**src/rtl/ad_rx.sv**
```systemverilog
// ============================================================================
// ad_rx -- serial capture front-end for the external 24-bit sigma-delta ADC.
//
// Waits for a falling edge on the ADC data-ready line, then runs one frame on
// the 3-wire link: chip select low, a setup gap of SCLK_DIV cycles, DATA_W
// sclk periods (SCLK_DIV high + SCLK_DIV low each), one DONE cycle. The sample
// is shifted in MSB first and presented on real_data with a one-cycle
// real_vld. Data-ready edges that arrive while a frame is in flight are
// dropped and counted in stat_ad_miss.
//
// Frame timing, with E the first cycle in which ad_cs_n is low:
//   E .. E+SCLK_DIV-1              setup, sclk low
//   E+SCLK_DIV .. E+49*SCLK_DIV-1  24 sclk periods
//   E+49*SCLK_DIV                  DONE: ad_cs_n high, real_vld high
//
// Ports:
//   clk_sys       in   system clock, rising edge
//   rst_n         in   asynchronous active-low reset
//   ad_drdy_n     in   ADC data ready, falling edge = new sample (async)
//   ad_dout       in   ADC serial data, MSB first, changes on sclk fall (async)
//   ad_cs_n       out  ADC chip select, active low
//   ad_sclk       out  ADC serial clock, idles low
//   real_data     out  captured sample, two's complement, unmodified
//   real_vld      out  one-cycle strobe qualifying real_data
//   cfg_ad_en     in   capture enable, any nonzero value enables
//   stat_ad_miss  out  data-ready edges dropped while busy, saturating
//
// Parameters:
//   SCLK_DIV  clk_sys cycles per sclk half-period, 3..255. The lower bound
//             leaves room for the 2-flop dout synchronizer between an sclk
//             fall and the next capture point.
//   DATA_W    sample width, equal to the sclk periods per frame.
// ============================================================================
module ad_rx #(
   parameter int SCLK_DIV = 4,
   parameter int DATA_W   = 24
) (
   input  logic              clk_sys,
   input  logic              rst_n,
   input  logic              ad_drdy_n,
   input  logic              ad_dout,
   output logic              ad_cs_n,
   output logic              ad_sclk,
   output logic [DATA_W-1:0] real_data,
   output logic              real_vld,
   input  logic [7:0]        cfg_ad_en,
   output logic [7:0]        stat_ad_miss
);

   // -------------------------------------------------------------------------
   // Local constants
   // -------------------------------------------------------------------------
   localparam int HC_W = 8;                                   // holds up to 255
   localparam int BC_W = (DATA_W > 1) ? $clog2(DATA_W) : 1;

   localparam logic [HC_W-1:0] HALF_LAST = HC_W'(SCLK_DIV - 1);
   localparam logic [BC_W-1:0] BIT_LAST  = BC_W'(DATA_W - 1);

   localparam logic [1:0] ST_IDLE     = 2'd0;
   localparam logic [1:0] ST_CS_SETUP = 2'd1;
   localparam logic [1:0] ST_SHIFT    = 2'd2;
   localparam logic [1:0] ST_DONE     = 2'd3;

   // -------------------------------------------------------------------------
   // Signals
   // -------------------------------------------------------------------------
   logic              drdy_meta;
   logic              drdy_sync;
   logic              drdy_prev;
   logic              dout_meta;
   logic              dout_sync;
   logic              drdy_fall;
   logic              capture_en;

   logic [1:0]        state;
   logic [HC_W-1:0]   half_cnt;
   logic [BC_W-1:0]   bit_cnt;
   logic [DATA_W-1:0] shift_reg;

   // -------------------------------------------------------------------------
   // Input synchronizers and data-ready edge detect
   // -------------------------------------------------------------------------
   // drdy flops reset high so that reset release never looks like a fall.
   // NOTE: every clocked assignment is non-blocking so each flop samples the
   // value its neighbour held before the edge; blocking here would collapse
   // the two-flop chain into a single stage.
   always_ff @(posedge clk_sys or negedge rst_n) begin
      if (!rst_n) begin
         drdy_meta <= 1'b1;
         drdy_sync <= 1'b1;
         drdy_prev <= 1'b1;
         dout_meta <= 1'b0;
         dout_sync <= 1'b0;
      end else begin
         drdy_meta <= ad_drdy_n;
         drdy_sync <= drdy_meta;
         drdy_prev <= drdy_sync;
         dout_meta <= ad_dout;
         dout_sync <= dout_meta;
      end
   end

   // Both operands are flops, so this is a clean single-cycle event.
   assign drdy_fall  = drdy_prev & ~drdy_sync;
   assign capture_en = |cfg_ad_en;

   // -------------------------------------------------------------------------
   // Frame sequencer
   // -------------------------------------------------------------------------
   // ad_cs_n and ad_sclk are updated on the same edge as the state change, so
   // each registered pin level matches the state of the cycle it appears in.
   // ad_sclk doubles as the phase flag inside SHIFT (1 = high half-period).
   // NOTE: the shift register is reset along with the control state even
   // though real_data only ever copies a fully shifted word; it is narrow and
   // keeping it deterministic avoids X in simulation after reset.
   always_ff @(posedge clk_sys or negedge rst_n) begin
      if (!rst_n) begin
         state     <= ST_IDLE;
         half_cnt  <= '0;
         bit_cnt   <= '0;
         shift_reg <= '0;
         ad_cs_n   <= 1'b1;
         ad_sclk   <= 1'b0;
         real_data <= '0;
         real_vld  <= 1'b0;
      end else begin
         real_vld <= 1'b0;

         case (state)
            ST_IDLE: begin
               ad_cs_n  <= 1'b1;
               ad_sclk  <= 1'b0;
               half_cnt <= '0;
               if (drdy_fall && capture_en) begin
                  state   <= ST_CS_SETUP;
                  ad_cs_n <= 1'b0;
               end
            end

            ST_CS_SETUP: begin
               if (half_cnt == HALF_LAST) begin
                  state    <= ST_SHIFT;
                  half_cnt <= '0;
                  bit_cnt  <= '0;
                  ad_sclk  <= 1'b1;
               end else begin
                  half_cnt <= half_cnt + HC_W'(1);
               end
            end

            ST_SHIFT: begin
               if (half_cnt != HALF_LAST) begin
                  half_cnt <= half_cnt + HC_W'(1);
               end else begin
                  half_cnt <= '0;
                  if (ad_sclk) begin
                     // Last high cycle: the ADC has held this bit since the
                     // previous sclk fall, well past the synchronizer delay.
                     shift_reg <= {shift_reg[DATA_W-2:0], dout_sync};
                     ad_sclk   <= 1'b0;
                  end else if (bit_cnt == BIT_LAST) begin
                     state     <= ST_DONE;
                     ad_cs_n   <= 1'b1;
                     real_data <= shift_reg;
                     real_vld  <= 1'b1;
                  end else begin
                     bit_cnt <= bit_cnt + BC_W'(1);
                     ad_sclk <= 1'b1;
                  end
               end
            end

            ST_DONE: begin
               state <= ST_IDLE;
            end

            default: begin
               state   <= ST_IDLE;
               ad_cs_n <= 1'b1;
               ad_sclk <= 1'b0;
            end
         endcase
      end
   end

   // -------------------------------------------------------------------------
   // Missed data-ready counter
   // -------------------------------------------------------------------------
   // Any fall outside IDLE is a drop, including the DONE cycle, regardless of
   // the enable setting. Saturates rather than wraps.
   always_ff @(posedge clk_sys or negedge rst_n) begin
      if (!rst_n) begin
         stat_ad_miss <= 8'h00;
      end else if (drdy_fall && (state != ST_IDLE) && (stat_ad_miss != 8'hFF)) begin
         stat_ad_miss <= stat_ad_miss + 8'd1;
      end
   end

endmodule

```
**config.mk**
```make
export PLATFORM = sky130hd
export DESIGN_NAME = ad_rx
export DESIGN_NICKNAME = d
export VERILOG_FILES = /design/src/rtl/ad_rx.sv
export SDC_FILE = /design/constraint.sdc
export NUM_CORES = 1
export LEC_CHECK = 0
export CAP_MARGIN = 20
export CORE_MARGIN = 2
export CORE_UTILIZATION = 54
export DETAILED_ROUTE_END_ITERATION = 12
export PLACE_DENSITY = 0.78
export RECOVER_POWER = 100
export SLEW_MARGIN = 30
export SYNTH_ARGS = -nofsm -noshare
export SYNTH_HDL_FRONTEND = slang
export SYNTH_SLANG_ARGS = --single-unit
```
**constraint.sdc**
```tcl
create_clock -name clk_sys -period 2.8 [get_ports clk_sys]
set_input_delay 0.42 -clock clk_sys [delete_from_list [all_inputs] [get_ports clk_sys]]
set_output_delay 0.42 -clock clk_sys [all_outputs]
set_load 0.01 [all_outputs]
```
==> reports/summary.log, run 1 <==
INFO  clock_tree     clk_transition_reported_paths=0.08ns
INFO  drt            drcViolationCount=0
INFO  synthesis      netlist_area=3435um2
INFO  synthesis      synth_cells=245
INFO  synthesis      yosys-top-cells-area=dfrtp_1 55%, mux2_2 10%, mux2_4 8.3%
INFO  synthesis      synth.cells.most_frequent=75 x dfrtp_1, 31 x mux2_2, 19 x mux2_4
INFO  power_and_ir_drop power.net_switching=0.8570mW
INFO  run_status     outcome=finished, violations left
INFO  synthesis      synth.distinct_cells=48
INFO  clock_tree     clock_sink_count=79
INFO  timing         finalCriticalPeriod=2.325ns
INFO  die            core_area=6241um2
INFO  power_and_ir_drop leakage=2.074nW
INFO  placed_design  dp_slack=0.5478ns
INFO  power_and_ir_drop power-per-cell-area=690.4nW/um2
INFO  power_and_ir_drop p_int=1.942mW
INFO  clock_tree     clock_tree.root_cell=clkbuf_8
INFO  clock_tree     clock_tree.htree_level_count=3
INFO  synthesis      ys_ff_latch=79
INFO  placed_design  gp_routability_congestion=0.8409
INFO  drt            drt-initial-drc-count=81
INFO  run            maxCapViolations=1
INFO  synthesis      async_flop_share=1.000
INFO  placed_design  port_buffer_count=46
INFO  synthesis      netlist.top_cell.by_area=dfrtp_1
INFO  critical_path  crit_family=simple AND/OR/NAND/NOR gates
INFO  layout         areaGrowthSynthToFinish=18.03%
INFO  critical_path  cp_cell_sequence=ha_1 -> or4b_1 -> or4_1 -> a22oi_1 -> mux2_1
INFO  global_routing globalRouteOverflowTotal=0
INFO  synthesis      synth_most_common_cell=dfrtp_1
INFO  synthesis      synth_ff_type=dfrtp_1
INFO  critical_path  cp.required=3.03ns
INFO  clock_tree     cts.repair.resized=0
INFO  clock_tree     tritoncts=done
INFO  die            initial_utilization=0.5503
INFO  die            fp.dieW=83.75um
INFO  critical_path  crit_fanout=5
INFO  timing         achievable-frequency=430.2MHz
INFO  clock_tree     tritoncts.num_buffers=9
INFO  die            dieArea=7014um2
INFO  power_and_ir_drop power.ir.vdd_worst=0.4752mV
INFO  layout         drive_gt1_frac=0.1854
INFO  placed_design  detailedPlacementHpwl=3.694mm
INFO  synthesis      post_synth.cell_area_avg=14.02um2
INFO  power_and_ir_drop switching_part_of_the_total=0.3062
INFO  global_routing vias_in_the_first_global_route=2082
INFO  timing         worst_clock_skew=0.007376ns
INFO  critical_path  critPathKind=register to register
INFO  critical_path  worst_path_largest_cell_delay=0.55ns
INFO  layout         fillerInstances=488
INFO  global_routing grt_start_max_net_pins=80
INFO  critical_path  critPathCaptureType=register
INFO  die            dieHeight=83.75um
INFO  synthesis      synth_edf_count=0
INFO  drt            wire_per_inst=14.83um
INFO  min_path       holdCritPathClass=register to register
INFO  drt            num_vias=2052
INFO  timing         drv_slew=80
INFO  timing         worst_hold_slack=0.3536ns
INFO  power_and_ir_drop power.share.combinational=0.226
INFO  timing         hold_viol_final=0
INFO  timing         fin_tns_setup=0ns
INFO  run_status     failed_checks=capacitance limit, slew limit
INFO  clock_tree     clk-insertion-delay-late=0.35ns
INFO  clock_tree     cts_hold_buf=0
INFO  clock_tree     cts_max_path_buffers=2
INFO  clock_tree     post-cts-setup-buffer-count=0
INFO  synthesis      synthesis.nets=264
INFO  die            num_rows=29
INFO  drt            route.antenna.remaining_nets=0
INFO  synthesis      sequential_fraction_of_the_synthesis_area=0.5770
INFO  global_routing track_usage=0.1767
INFO  synthesis      yosys_warnings=0
INFO  timing         maxSlewHeadroom=-0.2533
INFO  global_routing first_pass_grt_wire_length=9.784mm
INFO  layout         post-route-util=0.6496
INFO  layout         antenna_cells=0
INFO  drt            finalWirelength=5.619mm
INFO  layout         nNetsFinal=316
INFO  critical_path  cpMaxStageDelayCell=or4_1
INFO  critical_path  cp-start-kind=register
INFO  power_and_ir_drop pwr-share-clk=0.304
INFO  timing         tightestPinTransition=1.880ns
INFO  global_routing antenna_found_initial=0
INFO  critical_path  critical_path_arrival=2.55ns
INFO  timing         final_critical_path_setup_slack=0.4755ns
INFO  timing         layout_worst_path_cycle_share=0.8302
INFO  timing         setup_violations=0
INFO  timing         grt_setup_unrepaired=no
INFO  power_and_ir_drop seqPwrFrac=0.470
INFO  drt            detail_route.first_pass.iterations=4
INFO  critical_path  path_buf_inv=0
INFO  synthesis      synth_top_cell_area_share=0.5464
INFO  drt            viasPerCell=5.414
INFO  die            io-pin-count=47
-- metrics by stage --
step | total power [mW] | std cells | area, um2
after floorplan | 1.755 | 245 | 3435
after global placement | 1.983 | 363 | 3938
after detailed placement | 1.999 | 363 | 3938
after CTS | 2.857 | 379 | 4144
after global routing | 2.973 | 379 | 4054
final | 2.799 | 379 | 4054
-- layout by cell type (no fill, tap or decap), drive strengths merged, types with 3 or more instances in the layout --
cell           count
a31oi              3
ha                 7
nand2              6
dlygate4sd3       37
xnor2              3
nor2b              3
xor2               8
a21boi             4
dfrtp             75
dfstp              4
nor4               3
a21oi              3
mux2              51
clkinv             3
or3                3
inv                9
nand3              9
nor2              10
nor3               6
clkbuf            12
o21ai              5
clkdlybuf4s50      8
-- routing by layer --
| metal | vias up | wire length [um] | GRT usage |
|---|---|---|---|
| li1 | 986 | - | - |
| met1 | 1020 | 2601 | 0.2253 |
| met2 | 34 | 2712 | 0.2800 |
| met3 | 12 | 177 | 0.04748 |
| met4 | 0 | 128 | 0.08798 |
| met5 | - | 0 | 0 |
-- cells by family after synthesis --
group | count (synthesis) | share of synthesized area
flops | 79 | 0.5770
simple gates | 54 | 0.09472
mux | 51 | 0.1880
compound gates | 28 | 0.05865
buf+inv | 15 | 0.02805
xor+xnor | 11 | 0.02805
fa+ha+maj | 7 | 0.02550
-- final cells by class --
type | instances | area [um2] | share of cell area
clock inverters | 6 | 68.82 | 0.01698
multi-input cells | 151 | 1271 | 0.3136
clock buffers | 10 | 137.6 | 0.03395
inverters | 8 | 30.03 | 0.007407
well taps | 77 | 96.34 | 0.02377
flip-flops and latches | 79 | 1982 | 0.4889
repair buffers | 48 | 467.9 | 0.1154
-- power by group through the flow --
stage	combinational (mW)	clock, mW	sequential [mW]
global route	0.716	0.926	1.33
CTS	0.666	0.874	1.32
detailed placement	0.658	0	1.34
finish	0.632	0.851	1.32
global placement	0.645	0	1.34
floorplan	0.408	0	1.35
-- path summary, 6_finish.rpt --
check / start / to / slack (ns) / cells past startpoint
setup / recovery: half_cnt[0] / state[1] / 0.48 / 5
hold / removal: dout_meta / dout_sync / 0.35 / 0
setup reg to reg: half_cnt[0] / state[1] / 0.48 / 5
hold reg to reg: dout_meta / dout_sync / 0.35 / 0
max in group asynchronous: rst_n / shift_reg[5] / 1.09 / 1
min in group asynchronous: rst_n / stat_ad_miss[0] / 0.57 / 1
Power figures use the tool's default switching activity.
==> run 2, diff against run 1 <==
- CORE_UTILIZATION: 54 -> 49
- PLACE_DENSITY: 0.78 -> 0.74
- clock period: 2.8 -> 2.1 ns (I/O delays scaled with it)
==> reports/summary.log, run 2 (synthesis results as in run 1) <==
INFO  run_status     outcome=finished, violations left [unchanged]
INFO  run_status     failed_checks=setup timing [was capacitance limit, slew limit]
INFO  die            io-pin-count=47 [unchanged]
INFO  timing         tightestPinTransition=0.9705ns [was 1.880 ns]
INFO  timing         grt_setup_unrepaired=yes [was no]
INFO  layout         layout_commonest_cell=dfrtp_1 [unchanged]
INFO  timing         layout_worst_path_cycle_share=1.004 [was 0.8302]
INFO  clock_tree     clock_tree.root_cell=clkbuf_8 [unchanged]
INFO  power_and_ir_drop power-per-cell-area=900.0nW/um2 [was 690.4 nW/um2]
INFO  power_and_ir_drop power.ir.vdd_worst=0.4809mV [was 0.4752 mV]
INFO  min_path       timing.hold.worst_path_depth=0 [unchanged]
INFO  min_path       hp-start=drdy_meta [was dout_meta]
INFO  power_and_ir_drop leakage=2.219nW [was 2.074 nW]
INFO  timing         achievable-frequency=474.4MHz [was 430.2 MHz]
INFO  clock_tree     clock_sink_count=79 [unchanged]
INFO  layout         most-common-layout-cells=75 x dfrtp_1, 38 x dlygate4sd3_1, 31 x mux2_2 [was 75 x dfrtp_1, 37 x dlygate4sd3_1, 31 x mux2_2]
INFO  critical_path  critPathKind=register to register [unchanged]
INFO  critical_path  worst_path_largest_cell_delay=0.51ns [was 0.55 ns]
INFO  clock_tree     clock_tree.htree_level_count=3 [unchanged]
INFO  placed_design  detailed_place.area=4113um2 [was 3938 um2]
INFO  global_routing globalRouteOverflowTotal=0 [unchanged]
INFO  global_routing grt_start_max_net_pins=41 [was 80]
INFO  layout         finish.instance_area=4319um2 [was 4054 um2]
INFO  drt            route.antenna.remaining_nets=0 [unchanged]
INFO  timing         finalCriticalPeriod=2.108ns [was 2.325 ns]
INFO  critical_path  cpMaxStageDelayCell=or4_4 [was or4_1]
INFO  min_path       worstHoldEndpoint=drdy_sync [was dout_sync]
INFO  critical_path  path_buf_inv=0 [unchanged]
INFO  global_routing groute.layer.met2.usage=0.2686 [was 0.2800]
INFO  layout         areaGrowthSynthToFinish=25.76% [was 18.03%]
INFO  drt            finalWirelength=5.868mm [was 5.619 mm]
INFO  placed_design  dp_slack=-0.04770ns [was 0.5478 ns]
INFO  die            dieHeight=87.72um [was 83.75 um]
INFO  global_routing vias_in_the_first_global_route=2096 [was 2082]
INFO  clock_tree     tritoncts.num_buffers=9 [unchanged]
INFO  timing         setup_violations=1 [was 0]
INFO  placed_design  port_buffer_count=46 [unchanged]
INFO  critical_path  worst_r2r_path_depth=5 [unchanged]
INFO  placed_design  detailedPlacementHpwl=3.955mm [was 3.694 mm]
INFO  drt            wire_per_inst=14.00um [was 14.83 um]
INFO  global_routing grtUsageMet3=0.03393 [was 0.04748]
INFO  timing         hold_viol_final=0 [unchanged]
INFO  critical_path  crit_fanout=2 [was 5]
INFO  power_and_ir_drop post-layout-total-power=3.887mW [was 2.799 mW]
INFO  global_routing antenna_found_initial=0 [unchanged]
INFO  global_routing track_usage=0.1649 [was 0.1767]
INFO  timing         drv_slew=0 [was 80]
INFO  timing         worst_hold_slack=0.3581ns [was 0.3536 ns]
INFO  timing         final_critical_path_setup_slack=-0.008017ns [was 0.4755 ns]
INFO  layout         nNetsFinal=337 [was 316]
INFO  critical_path  worstReg2RegStart=half_cnt[1] [was half_cnt[0]]
INFO  timing         maxSlewHeadroom=0.3530 [was -0.2533]
INFO  placed_design  gp_routability_congestion=0.7743 [was 0.8409]
INFO  die            fp.dieW=87.72um [was 83.75 um]
INFO  drt            drt-initial-drc-count=47 [was 81]
INFO  die            core_area=6794um2 [was 6241 um2]
INFO  drt            drcViolationCount=0 [unchanged]
INFO  global_routing groute.layer.met1.usage=0.2128 [was 0.2253]
INFO  critical_path  cp_cell_sequence=ha_2 -> or4b_4 -> or4_4 -> a22oi_2 -> mux2_4 [was ha_1 -> or4b_1 -> or4_1 -> a22oi_1 -> mux2_1]
INFO  critical_path  critical_path_arrival=2.34ns [was 2.55 ns]
INFO  critical_path  cp.required=2.33ns [was 3.03 ns]
INFO  die            num_rows=30 [was 29]
INFO  clock_tree     clk_transition_reported_paths=0.08ns [about the same]
INFO  clock_tree     clk-insertion-delay-late=0.35ns [about the same]
INFO  die            initial_utilization=0.5055 [was 0.5503]
INFO  critical_path  cp-start-kind=register [unchanged]
INFO  min_path       holdCritPathClass=register to register [unchanged]
INFO  run            maxCapViolations=0 [was 1]
INFO  drt            viasPerCell=5.084 [was 5.414]
INFO  global_routing first_pass_grt_wire_length=9.811mm [was 9.784 mm]
INFO  critical_path  crit_family=simple AND/OR/NAND/NOR gates [unchanged]
INFO  die            dieArea=7695um2 [was 7014 um2]
INFO  drt            detail_route.first_pass.iterations=4 [unchanged]
INFO  critical_path  timing.rr.end=state[1] [unchanged]
INFO  critical_path  critPathCaptureType=register [unchanged]
INFO  layout         drive_gt1_frac=0.2972 [was 0.1854]
INFO  critical_path  reg2reg_setup_slack=-0.008ns [was 0.48 ns]
INFO  clock_tree     tritoncts=done [unchanged]
INFO  drt            num_vias=2130 [was 2052]
INFO  global_routing grt-busiest-layer=met2 [unchanged]
INFO  layout         antenna_cells=0 [unchanged]
INFO  clock_tree     cts_max_path_buffers=2 [unchanged]
INFO  timing         worst_clock_skew=0.008669ns [was 0.007376 ns]
run 2: cell types whose count changed in the layout (fill, tap and decap cells not counted), moves of 3 or more:
cell      delta
inv_6        +3
buf_4       +11
buf_6        +3
mux2_4      +16
mux2_1      -16
clkbuf_1     +3
run 2: layout make-up:
type	instances	area (um2)
Timing Repair Buffer	69	623.1
Sequential cell	79	1982
Tap cell	96	120.1
Clock inverter	7	83.83
Multi-Input combinational cell	151	1356
Clock buffer	9	123.9
Inverter	8	30.03
Fill cell	522	2475
run 2: where the power goes:
part           total (mW)  switching [mW]  internal, mW
Sequential           1.75           0.116          1.64
Combinational       0.955           0.501         0.454
Clock                1.18           0.604         0.574
Total                3.89            1.22          2.67
run 2: stage by stage:
step / instances / utilization / setup TNS (ns)
2_1_floorplan: 245 / - / -0.01159
3_3_place_gp: 398 / 0.6053 / 0
3_5_place_dp: 398 / 0.6053 / -0.04770
4_1_cts: 416 / 0.6390 / -0.009831
5_1_grt: 419 / 0.6357 / -0.05887
6_report: 419 / 0.6357 / -0.008017
run 2: repair_timing:
item,4_1_cts,5_1_grt
gates cloned,0,1
pin swaps,1,1
hold buffers,1,0
hold endpoints to repair,33,0
resized for setup,1,2
buffers inserted,1,2
endpoints found under the setup margin,1,25
run 2: how the worst max path moves through the flow:
| stage | startpoint | endpoint | slack (ns) | cells after the start |
|---|---|---|---|---|
| 2_1_floorplan | half_cnt[0] | state[1] | -0.01 | 5 |
| 3_3_place_gp | half_cnt[1] | state[1] | 0.01 | 5 |
| 3_5_place_dp | half_cnt[0] | state[1] | -0.05 | 5 |
| 4_1_cts | half_cnt[1] | state[1] | -0.01 | 5 |
| 5_1_grt | half_cnt[1] | state[1] | -0.06 | 5 |
| 6_report | half_cnt[1] | state[1] | -0.008 | 5 |
run 2: worst register-to-register path: stages (launching register included):
cell,delay [ns]
dfrtp_1,0.36
ha_2,0.18
or4b_4,0.46
or4_4,0.51
a22oi_2,0.18
mux2_4,0.32
run 2: metal layers:
layer  up-vias  routed length [um]
li1       1034                   -
met1      1051                2751
met2        35                2863
met3        10                 145
met4         0                 108
met5         -                   0
